File: config.mk
export PLATFORM = sky130hd
export DESIGN_NAME = convolutor_z_buffer
export DESIGN_NICKNAME = d
export VERILOG_FILES = /design/src/rtl/convolutor_pkg.sv /design/src/rtl/convolutor_zbuf_mem.sv /design/src/rtl/convolutor_z_buffer.sv
export SDC_FILE = /design/constraint.sdc
export NUM_CORES = 1
export LEC_CHECK = 0
export CORE_ASPECT_RATIO = 1.25
export CORE_MARGIN = 2
export CORE_UTILIZATION = 40
export CTS_CLUSTER_DIAMETER = 80
export CTS_CLUSTER_SIZE = 16
export DETAILED_ROUTE_END_ITERATION = 10
export PLACE_DENSITY = 0.52
export SLEW_MARGIN = 5
export SYNTH_ARGS = -nofsm -noshare
export SYNTH_HDL_FRONTEND = slang
export SYNTH_SLANG_ARGS = --single-unit
export TNS_END_PERCENT = 5
File: constraint.sdc
create_clock -name clk -period 3.4 [get_ports clk]
set_input_delay 0.68 -clock clk [delete_from_list [all_inputs] [get_ports clk]]
set_output_delay 0.68 -clock clk [all_outputs]
set_load 0.01 [all_outputs]
File: src/rtl/convolutor_pkg.sv
// Shared types and default widths for the convolution coprocessor Z-result path.
//   ZB_* : states of the Z buffer controller
//   *_DEF / Z_WORD_W : default widths used by the Z buffer when not overridden
package convolutor_pkg;

    localparam int unsigned ADDR_WIDTH_DEF = 5;
    localparam int unsigned DATA_WIDTH_DEF = 8;
    localparam int unsigned Z_WORD_W       = 2 * DATA_WIDTH_DEF;

    typedef enum logic [1:0] {
        ZB_IDLE    = 2'd0,
        ZB_CAPTURE = 2'd1,
        ZB_DRAIN   = 2'd2
    } zbuf_state_e;

endpackage

File: src/rtl/convolutor_zbuf_mem.sv
// Z result storage: DEPTH x WIDTH register array, one synchronous write port,
// one combinational read port. Contents are deliberately not reset.
//   clk        : clock
//   i_we       : write enable
//   i_waddr    : write index
//   i_wdata    : write data
//   i_raddr    : read index
//   o_rdata_c  : combinational read data
module convolutor_zbuf_mem #(
    parameter int unsigned AW    = 6,
    parameter int unsigned WIDTH = 16,
    parameter int unsigned DEPTH = 2**AW
) (
    input  logic             clk,
    input  logic             i_we,
    input  logic [AW-1:0]    i_waddr,
    input  logic [WIDTH-1:0] i_wdata,
    input  logic [AW-1:0]    i_raddr,
    output logic [WIDTH-1:0] o_rdata_c
);

    logic [WIDTH-1:0] r_mem [DEPTH];

    // write port
    always_ff @(posedge clk) begin
        if (i_we) begin
            r_mem[i_waddr] <= i_wdata;
        end
    end

    assign o_rdata_c = r_mem[i_raddr];

endmodule

File: src/rtl/convolutor_z_buffer.sv
// Z buffer behind the convolution coprocessor: captures the Z write stream,
// drains it in index order on a valid/ready stream once done is seen, and
// gates the coprocessor start until the previous set has been drained.
//   clk, rst          : clock, synchronous active-high reset
//   start_i           : host start request (accepted only in IDLE)
//   conv_start_o      : one-cycle start pulse to the convolutor
//   conv_done_i       : convolutor done flag
//   z_write_i/addr/data : Z write stream
//   m_valid_o/ready_i/data_o/index_o/last_o : output stream
//   count_o           : number of captured words (highest index + 1)
//   busy_o            : capture or drain in progress
//   done_o            : one-cycle pulse at end of a set
//   err_o             : sticky sequencing error
module convolutor_z_buffer
    import convolutor_pkg::*;
#(
    parameter int unsigned ADDR_WIDTH = ADDR_WIDTH_DEF,
    parameter int unsigned DATA_WIDTH = DATA_WIDTH_DEF,
    parameter int unsigned DEPTH      = 2**(ADDR_WIDTH+1)
) (
    input  logic                    clk,
    input  logic                    rst,
    input  logic                    start_i,
    output logic                    conv_start_o,
    input  logic                    conv_done_i,
    input  logic                    z_write_i,
    input  logic [ADDR_WIDTH:0]     z_addr_i,
    input  logic [2*DATA_WIDTH-1:0] z_data_i,
    output logic                    m_valid_o,
    input  logic                    m_ready_i,
    output logic [2*DATA_WIDTH-1:0] m_data_o,
    output logic [ADDR_WIDTH:0]     m_index_o,
    output logic                    m_last_o,
    output logic [ADDR_WIDTH+1:0]   count_o,
    output logic                    busy_o,
    output logic                    done_o,
    output logic                    err_o
);

    localparam int unsigned IW = ADDR_WIDTH + 1;
    localparam int unsigned CW = ADDR_WIDTH + 2;
    localparam int unsigned ZW = 2 * DATA_WIDTH;

    zbuf_state_e   r_state, w_state_n;
    logic [IW-1:0] r_rd, w_rd_n;
    logic [CW-1:0] r_count, w_count_n;
    logic          r_err, w_err_n;
    logic          r_conv_start, w_conv_start_n;
    logic          r_done, w_done_n;
    logic          r_busy, w_busy_n;
    logic          r_m_valid, w_m_valid_n;
    logic [ZW-1:0] r_m_data, w_m_data_n;
    logic [IW-1:0] r_m_index, w_m_index_n;
    logic          r_m_last, w_m_last_n;
    logic          w_we;
    logic          w_load;
    logic [ZW-1:0] w_rdata;

    convolutor_zbuf_mem #(
        .AW    (IW),
        .WIDTH (ZW),
        .DEPTH (DEPTH)
    ) u_mem (
        .clk       (clk),
        .i_we      (w_we),
        .i_waddr   (z_addr_i),
        .i_wdata   (z_data_i),
        .i_raddr   (r_rd),
        .o_rdata_c (w_rdata)
    );

    // next-state and next-output logic
    always_comb begin
        w_state_n      = r_state;
        w_rd_n         = r_rd;
        w_count_n      = r_count;
        w_err_n        = r_err;
        w_conv_start_n = 1'b0;
        w_done_n       = 1'b0;
        w_m_valid_n    = r_m_valid;
        w_m_data_n     = r_m_data;
        w_m_index_n    = r_m_index;
        w_m_last_n     = r_m_last;
        w_we           = 1'b0;
        w_load         = 1'b0;

        case (r_state)
            ZB_IDLE: begin
                if (start_i) begin
                    w_conv_start_n = 1'b1;
                    w_count_n      = '0;
                    w_err_n        = 1'b0;
                    w_state_n      = ZB_CAPTURE;
                end
                if (z_write_i) begin
                    w_err_n = 1'b1;
                end
            end
            ZB_CAPTURE: begin
                if (z_write_i) begin
                    w_we      = 1'b1;
                    w_count_n = CW'(z_addr_i) + CW'(1);
                    if (CW'(z_addr_i) != r_count) begin
                        w_err_n = 1'b1;
                    end
                end
                // a write in the done cycle still counts, so the set is non-empty
                if (conv_done_i) begin
                    if (z_write_i || (r_count != '0)) begin
                        w_state_n = ZB_DRAIN;
                        w_rd_n    = '0;
                    end else begin
                        w_state_n = ZB_IDLE;
                        w_done_n  = 1'b1;
                    end
                end
            end
            ZB_DRAIN: begin
                if (z_write_i) begin
                    w_err_n = 1'b1;
                end
                // fill an empty output register, or refill it on a non-final handshake
                if (!r_m_valid) begin
                    w_load = 1'b1;
                end else if (m_ready_i) begin
                    if (r_m_last) begin
                        w_m_valid_n = 1'b0;
                        w_done_n    = 1'b1;
                        w_state_n   = ZB_IDLE;
                    end else begin
                        w_load = 1'b1;
                    end
                end
                if (w_load) begin
                    w_m_valid_n = 1'b1;
                    w_m_data_n  = w_rdata;
                    w_m_index_n = r_rd;
                    w_m_last_n  = (CW'(r_rd) == (r_count - CW'(1)));
                    w_rd_n      = r_rd + IW'(1);
                end
            end
            default: begin
                w_state_n = ZB_IDLE;
            end
        endcase

        w_busy_n = (w_state_n != ZB_IDLE);
    end

    // state and output registers
    always_ff @(posedge clk) begin
        if (rst) begin
            r_state      <= ZB_IDLE;
            r_rd         <= '0;
            r_count      <= '0;
            r_err        <= 1'b0;
            r_conv_start <= 1'b0;
            r_done       <= 1'b0;
            r_busy       <= 1'b0;
            r_m_valid    <= 1'b0;
            r_m_data     <= '0;
            r_m_index    <= '0;
            r_m_last     <= 1'b0;
        end else begin
            r_state      <= w_state_n;
            r_rd         <= w_rd_n;
            r_count      <= w_count_n;
            r_err        <= w_err_n;
            r_conv_start <= w_conv_start_n;
            r_done       <= w_done_n;
            r_busy       <= w_busy_n;
            r_m_valid    <= w_m_valid_n;
            r_m_data     <= w_m_data_n;
            r_m_index    <= w_m_index_n;
            r_m_last     <= w_m_last_n;
        end
    end

    assign conv_start_o = r_conv_start;
    assign count_o      = r_count;
    assign busy_o       = r_busy;
    assign done_o       = r_done;
    assign err_o        = r_err;
    assign m_valid_o    = r_m_valid;
    assign m_data_o     = r_m_data;
    assign m_index_o    = r_m_index;
    assign m_last_o     = r_m_last;

endmodule

==> results_dict.tcl, run 1 <==
set metrics [dict create \
    cts-resized-gates 0 \
    nets 2196 \
    wl_per_cell_um 30.6 \
    worstMarginPinSlew_ns 1.01 \
    postCtsHoldBufs 0 \
    rr_worst_depth 6 \
    clock_latency_ns 0.65 \
    cts_setup_buffers 0 \
    path_class "register to register" \
    drt-initial-drc-count 1983 \
    antenna_found_initial 3 \
    r2r-start "r_rd[2]" \
    ir_drop_mv 0.334 \
    yosysTopAreaCell "edfxtp_1" \
    synth.avg_cell_area_um2 20.7 \
    grt_max_degree 65 \
    area_growth_pct 11.8 \
    final.setup.tns_ns 0 \
    pre_cts_ws_ns 0.426 \
    die_w_um 291 \
    synthArstFlopShare_pct 0 \
    hpwl_mm 66.8 \
    finalClockSkew_ns 0.0235 \
    synth_top_area_share_pct 74.5 \
    hold-path-cell-count 2 \
    ys_seq_area_share_pct 76.6 \
    fmax_mhz 351 \
    cp-end-kind "register" \
    p_leak_nw 14.0 \
    start_kind "register" \
    gr-usage-all-layers_pct 20.2 \
    finalCritPeriodShare_pct 83.7 \
    cts_buffers 77 \
    gp_congestion 0.884 \
    maxCapViolCount 0 \
    min-delay-start "m_index_o[2]" \
    clock-sinks 1067 \
    outcome "completed" \
    hold_viol_final 0 \
    cts_tree "done" \
    initial_core_util_pct 40.4 \
    antennaDiodeCount 0 \
    synth-seq-cells 1067 \
    die_h_um 363 \
    h-tree-depth 3 \
    first_pass_iters 5 \
    grt_pass1_vias 20300 \
    drc_errors 0 \
    drv_slew 0 \
    ys.warnings.count 0 \
    cts-root-buf "clkbuf_16" \
    ys_top_cells_by_area "edfxtp_1, mux4_2, dfxtp_1" \
    placedInstanceArea_um2 44000 \
    route.vias.total 20100 \
    wl_mm 107 \
    hold_path_class "register to register" \
    synthFlopType "edfxtp_1" \
    die_area_um2 106000 \
    io_pins 63 \
    netlist_area_um2 41300 \
    max_slew_margin_pct 32.5 \
    routed_via_density 5.71 \
    setup_viol 0 \
    stdcell_area_um2 46100 \
    power_density_nw_per_um2 537 \
    detail-route-antenna-nets 0 \
    synth_fp_nets 2026 \
    cp.arrival_ns 3.35 \
    layout_setup_ws_ns 0.554 \
    synth_cell_types 50 \
    clock_path_buffers 3 \
    rsz0062_at_grt "no" \
    critPathLaunch "r_rd[2]" \
    core_area_um2 102000 \
    cp_max_fo 50 \
    io_buffer_count 62 \
    required_ns 3.90 \
    row_count 131 \
    grt_pass1_wl_mm 152 \
    clkTransAtPathRegs_ns 0.08 \
    synth_edf_count 1024 \
    drive_above_1_share_pct 23.5 \
    fin_crit_ns 2.85 \
    grt_overflow 0 \
    postSynthCellCount 1991 \
]
final timing paths:
kind                  endpoint  slack (ns)
setup / recovery  m_data_o[11]        0.55
hold / removal    m_index_o[2]        0.47
setup reg to reg  m_data_o[11]        0.55
hold reg to reg   m_index_o[2]        0.47
state kept, by name (all words and copies together) (netlist names):
register and count:
m_valid_o 1, count_o 7, m_index_o 6, m_data_o 16, done_o 1, conv_start_o 1, u_mem.r_mem 1024, r_state 2
r_rd 6, m_last_o 1, busy_o 1, err_o 1
cell usage after synthesis, types with 3 or more instances:
cell	instances
o21ai_0	3
buf_1	7
or2_2	4
clkbuf_1	35
a311oi_1	16
inv_1	10
nor3b_1	3
edfxtp_1	1024
xor2_1	12
a21oi_1	11
a22oi_1	7
nor2b_1	3
mux4_2	254
o211ai_1	18
a221o_1	15
ha_1	7
buf_6	19
buf_4	31
nand3_1	26
and3_1	3
dfxtp_1	43
o22ai_1	63
nor2_1	123
nand2b_1	9
mux2i_1	40
a211oi_1	4
nand2_1	100
buf_2	19
xnor2_1	12
nor3_1	41
cell type report:
type | instances | area, um^2
Fill cell | 8644 | 56100
Sequential cell | 1067 | 31600
Multi-Input combinational cell | 800 | 8920
Clock buffer | 91 | 2020
Timing Repair Buffer | 203 | 1790
Tap cell | 1330 | 1660
Clock inverter | 9 | 73.8
Inverter | 12 | 45.0
through the flow:
stage | power (W) | instances | utilization, % | hold slack, ns
floorplan | 0.0159 | 1991 | - | 0.481
global placement | 0.0166 | 3412 | 43.1 | 0.464
detailed placement | 0.0166 | 3412 | 43.1 | 0.449
CTS | 0.0251 | 3512 | 45.1 | 0.462
global route | 0.0255 | 3512 | 45.1 | 0.484
finish | 0.0248 | 3512 | 45.1 | 0.466
metal layers:
layer  global-route usage, %  up-vias  routed length [um]
li1                        -     8512                   -
met1                    27.1    10800               44800
met2                    33.7      609               53200
met3                    3.14      145                5650
met4                    7.52        2                3830
met5                       0        -                  13
worst max-delay path, cell delays in order, from the launching register on:
cell and delay, ns:
dfxtp_4 0.69, buf_12 0.35, mux4_2 0.39, o22ai_1 0.48
nor3_1 0.19, nor2_1 0.35, a311oi_1 0.16
where the power goes:
part	leakage [nW]	switching, W	total, W	internal, W
Combinational	3.42	0.00105	0.00182	0.000772
Sequential	9.55	0.0000506	0.0145	0.0144
Clock	1.02	0.00429	0.00850	0.00420
logic make-up (layout without fill, tap and decap cells):
family | after synthesis | count (layout) | share of synthesized area (%)
compound gates | 152 | 152 | 2.68
simple gates | 323 | 323 | 3.37
mux | 294 | 294 | 14.8
xor+xnor | 24 | 24 | 0.509
buf+inv | 124 | 315 | 1.84
flops | 1067 | 1067 | 76.6
fa+ha+maj | 7 | 7 | 0.212
layout by cell type (no fill, tap or decap), types with 14 or more instances in the layout:
cell type and instances:
a311oi_1 16, buf_12 14, nand2_1 100, clkbuf_16 79
clkdlybuf4s50_1 46, mux4_2 254, nor3_1 41, edfxtp_1 1024
buf_4 133, o22ai_1 63, nor2_1 123, a221o_1 15
nand3_1 26, mux2i_1 40, dfxtp_1 39, o211ai_1 18
Power figures use the tool's default switching activity.
==> run 2: changes to the inputs <==
clock period = 2.95 ns   (was 3.4 ns; I/O delays follow)
==> run 2 against run 1 <==
Power grew 16%. Maximum frequency grew 5.6%. First-iteration DRC count shrank 7.9%. Setup slack got worse by 0.30 ns. Count of clock-buffer cells in the layout up 10. Clock power up 16%. Die area did not move. Utilization grew 0.74 points. Non-clock buffer count up 36. Final cell count grew 1.2%. Clock skew is 0.0024 ns lower. Routed wire length down 0.70%. Critical endpoint is now m_data_o[6]. Largest power group unchanged.
==> results_dict.tcl, run 2 (synthesis gave the netlist of run 1 again) <==
set metrics [dict create \
    outcome "completed" \
    first_pass_iters 5 \
    finalPower_w 0.0287 \
    grt_overflow 0 \
    routed_via_density 5.63 \
    p_sw_w 0.00622 \
    drv_slew 0 \
    die_w_um 291 \
    rsz0062_at_grt "no" \
    p_clk_share_pct 34.4 \
    path_class "register to register" \
    final_cell_mix "edfxtp_1, mux4_2, buf_4" \
    power_density_nw_per_um2 611 \
    max_slew_margin_pct 34.5 \
    final_common_cell "edfxtp_1" \
    row_count 131 \
    grt_max_degree 65 \
    clock-sinks 1067 \
    final.setup.tns_ns 0 \
    drt-initial-drc-count 1827 \
    worstMarginPinSlew_ns 0.978 \
    swShare_pct 21.7 \
    h-tree-depth 3 \
    core_area_um2 102000 \
    hpwl_mm 65.2 \
    gp_congestion 0.855 \
    gr-usage-all-layers_pct 20.1 \
    combPwrFrac_pct 7.5 \
    cp_max_fo 34 \
    p_int_w 0.0224 \
    area_growth_pct 13.6 \
    drive_above_1_share_pct 24.6 \
    cts-root-buf "clkbuf_16" \
    clock_path_buffers 3 \
    fin_crit_ns 2.69 \
    io_pins 63 \
    clock_latency_ns 0.65 \
    timing.hold.ws_ns 0.419 \
    antenna_found_initial 0 \
    start_kind "register" \
    maxCapViolCount 0 \
    antennaDiodeCount 0 \
    hold_path_class "input port to register" \
    cts_buffers 76 \
    cp-end-kind "register" \
    wl_mm 107 \
    largest_register "u_mem.r_mem" \
    power_frac_seq_pct 58.1 \
    route.vias.total 20000 \
    fmax_mhz 371 \
    pre_cts_ws_ns 0.189 \
    p_leak_nw 14.3 \
    grt_pass1_vias 20400 \
    io_buffer_count 62 \
    die_area_um2 106000 \
    cts-resized-gates 0 \
    wl_per_cell_um 30.0 \
    cp.arrival_ns 3.18 \
    finalClockSkew_ns 0.0211 \
    grt_pass1_wl_mm 151 \
    setup_viol 0 \
    postCtsHoldBufs 0 \
    cts_tree "done" \
    initial_core_util_pct 40.4 \
    clkTransAtPathRegs_ns 0.08 \
    finalCritPeriodShare_pct 91.3 \
    layout_setup_ws_ns 0.256 \
    drc_errors 0 \
    hold_viol_final 0 \
    cts_setup_buffers 0 \
    detail-route-antenna-nets 0 \
    die_h_um 363 \
    ir_drop_mv 0.343 \
    nets 2231 \
    largest_reg_flops 1024 \
    required_ns 3.44 \
]
## run 2: changes by cell type in the layout (fill, tap and decap cells not counted), sizes merged
cell / change
buf: +36
clkbuf: +10
inv: -4
clkinv: +1
clkinvlp: -1
## run 2: worst paths after layout
check	slack [ns]	to	cells past startpoint	from
hold reg to reg	0.47	m_index_o[1]	2	m_index_o[1]
hold / removal	0.42	u_mem.r_mem[4][14]	1	z_data_i[14]
setup / recovery	0.26	m_data_o[6]	7	r_rd[3]
setup reg to reg	0.26	m_data_o[6]	7	r_rd[3]
## run 2: area by class of cell
type | count | area [um^2]
clock inverters | 5 | 55.1
fillers | 8606 | 55400
flip-flops and latches | 1067 | 31600
well taps | 1330 | 1660
multi-input cells | 800 | 8920
clock buffers | 101 | 2070
repair buffers | 239 | 2520
inverters | 12 | 45.0
## run 2: power groups by stage
| stage | clock network [W] | logic (W) | registers, W |
|---|---|---|---|
| after floorplan | 0 | 0.00131 | 0.0170 |
| after detailed placement | 0 | 0.00220 | 0.0170 |
| after CTS | 0.0101 | 0.00221 | 0.0167 |
| after global routing | 0.0106 | 0.00230 | 0.0167 |
| final | 0.00986 | 0.00215 | 0.0167 |
| after global placement | 0 | 0.00218 | 0.0170 |
## run 2: per-layer routing
metal | share of wire (%) | up-vias | routed length (um) | GRT usage, %
li1 | - | 8591 | - | -
met1 | 42 | 10800 | 45200 | 27.5
met2 | 50 | 561 | 53300 | 33.9
met3 | 5.2 | 109 | 5530 | 2.66
met4 | 2.6 | 0 | 2750 | 6.15
met5 | 0 | - | 0 | 0
## run 2: critical path, cell delays in order, from the launching register on
cell	delay, ns
dfxtp_2	0.64
buf_4	0.48
clkinv_1	0.17
buf_4	0.29
nand2_1	0.10
nand2_1	0.08
o211ai_1	0.55
a311oi_1	0.18
## run 2: metrics by stage
stage | util [%] | cells | area (um^2)
5_1_grt | 45.8 | 3554 | 46900
6_report | 45.8 | 3554 | 46900
4_1_cts | 45.8 | 3554 | 46900
3_3_place_gp | 43.8 | 3448 | 44800
3_5_place_dp | 43.8 | 3448 | 44800
2_1_floorplan | - | 1991 | 41300
